==> config.mk <==
export PLATFORM = sky130hd
export DESIGN_NAME = sign_ext
export DESIGN_NICKNAME = d
export VERILOG_FILES = /design/src/rtl/sign_ext_pkg.sv /design/src/rtl/sign_ext_comb.sv /design/src/rtl/sign_ext.sv
export SDC_FILE = /design/constraint.sdc
export NUM_CORES = 1
export LEC_CHECK = 0
export CORE_MARGIN = 1
export CORE_UTILIZATION = 33
export DETAILED_ROUTE_END_ITERATION = 10
export PLACE_DENSITY = 0.77
export SLEW_MARGIN = 0
export SYNTH_ARGS = -nofsm -noshare
export SYNTH_HDL_FRONTEND = slang
export SYNTH_SLANG_ARGS = --single-unit
==> constraint.sdc <==
create_clock -name clk -period 0.9 [get_ports clk]
set_input_delay 0.135 -clock clk [delete_from_list [all_inputs] [get_ports clk]]
set_output_delay 0.135 -clock clk [all_outputs]
set_load 0.02 [all_outputs]
==> src/rtl/sign_ext_pkg.sv <==
// Shared width defaults and a width helper for the sign extender.
package sign_ext_pkg;

  localparam int DEFAULT_N   = 16;
  localparam int DEFAULT_NUM = 16;

  function automatic int ext_width(input int n, input int num);
    return n + num;
  endfunction

endpackage

==> src/rtl/sign_ext_comb.sv <==
// Combinational sign extension: replicates the top input bit num times above the input.
// Zero latency, no flow control.
module sign_ext_comb
  import sign_ext_pkg::*;
#(
  parameter int n   = DEFAULT_N,
  parameter int num = DEFAULT_NUM
) (
  input  logic [n-1:0]     in,
  output logic [n+num-1:0] out
);

  assign out = {{num{in[n-1]}}, in};

endmodule

==> src/rtl/sign_ext.sv <==
// Registered sign extender: captures the extended input when en is high.
// Latency one cycle; en=0 holds out and out_valid, no backpressure.
module sign_ext
  import sign_ext_pkg::*;
#(
  parameter int n   = DEFAULT_N,
  parameter int num = DEFAULT_NUM
) (
  input  logic                 clk,
  input  logic                 rst,
  input  logic [n-1:0]         in,
  input  logic                 en,
  output logic [n+num-1:0]     out,
  output logic                 out_valid
);

  localparam int W = ext_width(n, num);

  if (n < 1 || num < 1) begin : g_param_check
    $fatal(1, "sign_ext: n and num must both be >= 1");
  end

  logic [W-1:0] ext;
  logic [W-1:0] out_d, out_q;
  logic         out_valid_d, out_valid_q;

  sign_ext_comb #(
    .n   (n),
    .num (num)
  ) u_comb (
    .in  (in),
    .out (ext)
  );

  // Reset wins over a simultaneous capture request.
  always_comb begin
    out_d       = out_q;
    out_valid_d = out_valid_q;
    if (rst) begin
      out_d       = '0;
      out_valid_d = 1'b0;
    end else if (en) begin
      out_d       = ext;
      out_valid_d = 1'b1;
    end
  end

  always_ff @(posedge clk) begin
    out_q       <= out_d;
    out_valid_q <= out_valid_d;
  end

  assign out       = out_q;
  assign out_valid = out_valid_q;

endmodule

==> metrics.txt, run 1 <==
worst slew pin tran 151 ps; CP max stage delay 400 ps; syn_area_per_cell 10.3 sq um; layout cells sized above 1 0.567; area fraction in compound gates after synthesis 0; Row Count 16; DRC Markers 0; Peak VDD IR 0.00111 V; mux share of post-synthesis cell area 0.220; DP Worst Slack -380 ps; Met1 Wirelength 673 um; clk root buf clkbuf_4; slowest CP cell dfxtp_4; I/O pin total 52; Vias 630; Met2 Wirelength 995 um; port buffer count 51; Final min period 1060 ps; Top delay family on crit path flip-flops; Netlist Area Pre-Place 729 sq um; status finished with violations; clock tree sinks 17; Worst EP arrival 930 ps; Final Cycle Share 1.18; die width 49.0 um; Req. time, crit path 760 ps; kind of critical path flop to output port; H-tree Lvls 1; Starting Density 0.361; antenna violations before repair 0; worst-case clock skew 0 ps; metal3 WL 121 um; Hold WC Path Type input pin to flop; Setup violations, final 19; top routing layer in use met4; Pleak 0.659 nW; final antenna-violating net count 0; full die area 2400 sq um; Yosys cell types 7; WP buf/inv 2; total global-route track usage 0.164; CP Max Fanout 6; Finished Core Util 0.672; FF+latch count, synth 17; Post-Synth Adder-Cell Area 0; crit start category flop; clk_lat worst skew 280 ps; Nets 140; # diodes 0; Yosys Warn Count 0; failing checks setup timing; CTS buffer count 3; Clock transition at path regs 110 ps; main combinational cell family by area after synthesis buffers and inverters; critical path, cell by cell buf_6 > buf_6; XOR/XNOR Fraction of Synth Area 0; Post-DP HPWL 1.23 mm; sequential share of the synthesized area 0.467; hold slack 438 ps; drt pass-1 iters 2; number of fill cells in the layout 161; max-slew violation count 0; Synth Instances 71; Via density 4.29; first-pass GRT wire length 2.90 mm; GR Overflow Total 0; Net Count, Synth 90; Pwr Density 1330 nW/um^2; number of global-route vias before repair 652; Peak Freq 0.939 GHz; Total Wirelength 1.81 mm; Crit. End Element output port; fin worst setup slack -165 ps; WL/cell 12.3 um; largest net degree at the start of global routing 11; Layout area overhead 86.3%; Reg area 364 sq um; initial DRC count 4; final hold viol count 0; TritonCTS clock tree yes; DIE HEIGHT 49.0 um; clk buf depth 2; Max Cap Viol 0; RSZ-0062 raised after global routing true; Final GP Congestion 0.643; relative slew slack 0.896; setup tns final -2500 ps; area of the multi-input gates 228 sq um; core region area 2020 sq um; Synth Area in Simple Gates 0.0926; CP dominant cell by count buf_6
## report_power, final
group	switching [mW]	internal [mW]
Combinational	0.233	0.331
Clock	0.243	0.165
Sequential	0.0359	0.805
Total	0.512	1.30
## final cells by class
cell class / count / share of cell area
Tap cell: 27 / 0.0249
Clock buffer: 3 / 0.0166
Timing Repair Buffer: 65 / 0.519
Clock inverter: 1 / 0.00368
Sequential cell: 17 / 0.268
Multi-Input combinational cell: 34 / 0.168
## layout by cell type (no fill, tap or decap), drive strengths merged
master	count
buf	46
nor2	18
clkdlybuf4s50	17
dfxtp	17
mux2i	16
clkbuf	3
clkinv	1
bufbuf	1
dlygate4sd2	1
## path summary, 6_finish.rpt
check                 start        end  slack (ps)  depth (start not counted)
setup / recovery    out[15]    out[18]        -160                          2
hold / removal           en    out[12]         440                          4
setup reg to reg    out[15]    out[15]          10                          4
hold reg to reg   out_valid  out_valid         510                          2
## synth_stat cells
master | n | area, sq um
mux2i_1 | 16 | 160
buf_12 | 1 | 20.0
buf_6 | 1 | 11.3
nor2_1 | 18 | 67.6
buf_2 | 2 | 10.0
dfxtp_1 | 17 | 340
buf_4 | 16 | 120
## tightest hold or removal path, stage by stage
cell and delay (ps):
dlygate4sd2_1 260, buf_12 160, mux2i_1 70, nor2_1 70
## repair_timing
action	4_1_cts	5_1_grt
cloned	2	0
setup buffers	7	1
hold buffers	0	0
endpoints found under the hold margin	0	0
setup endpoints to repair	34	34
resized for setup	219	2
pin swaps	0	1
## metrics by stage
stage	power [mW]	cell area, sq um	std cells
after floorplan	1.11	731	71
after global placement	1.31	1160	133
after detailed placement	1.32	1160	133
after CTS	1.82	1340	146
after global routing	1.89	1360	147
final	1.81	1360	147
## logic make-up after synthesis
| group | Yosys count |
|---|---|
| muxes | 16 |
| buffers and inverters | 20 |
| and+or+nand+nor | 18 |
| DFF | 17 |
## sequential cells by signal, indices dropped and copies added, names as in the netlist
name and count:
out 16, out_valid 1
## layer usage
layer / GRT usage / vias up
li1: - / 308
met1: 0.166 / 290
met2: 0.308 / 30
met3: 0.0374 / 2
met4: 0.0882 / 0
met5: 0 / -
Note: power is estimated with default switching activity, not from simulation.
==> run 2: changes to the inputs <==
--- a/config.mk
+++ b/config.mk
@@ -8,6 +8,7 @@
 export CORE_MARGIN = 1
 export CORE_UTILIZATION = 33
 export DETAILED_ROUTE_END_ITERATION = 10
+export HOLD_SLACK_MARGIN = 0.02
 export PLACE_DENSITY = 0.77
 export SLEW_MARGIN = 0
 export SYNTH_ARGS = -nofsm -noshare
==> results of run 2 <==
Same layout as run 1: the final DEF is identical, and so are final timing and power.
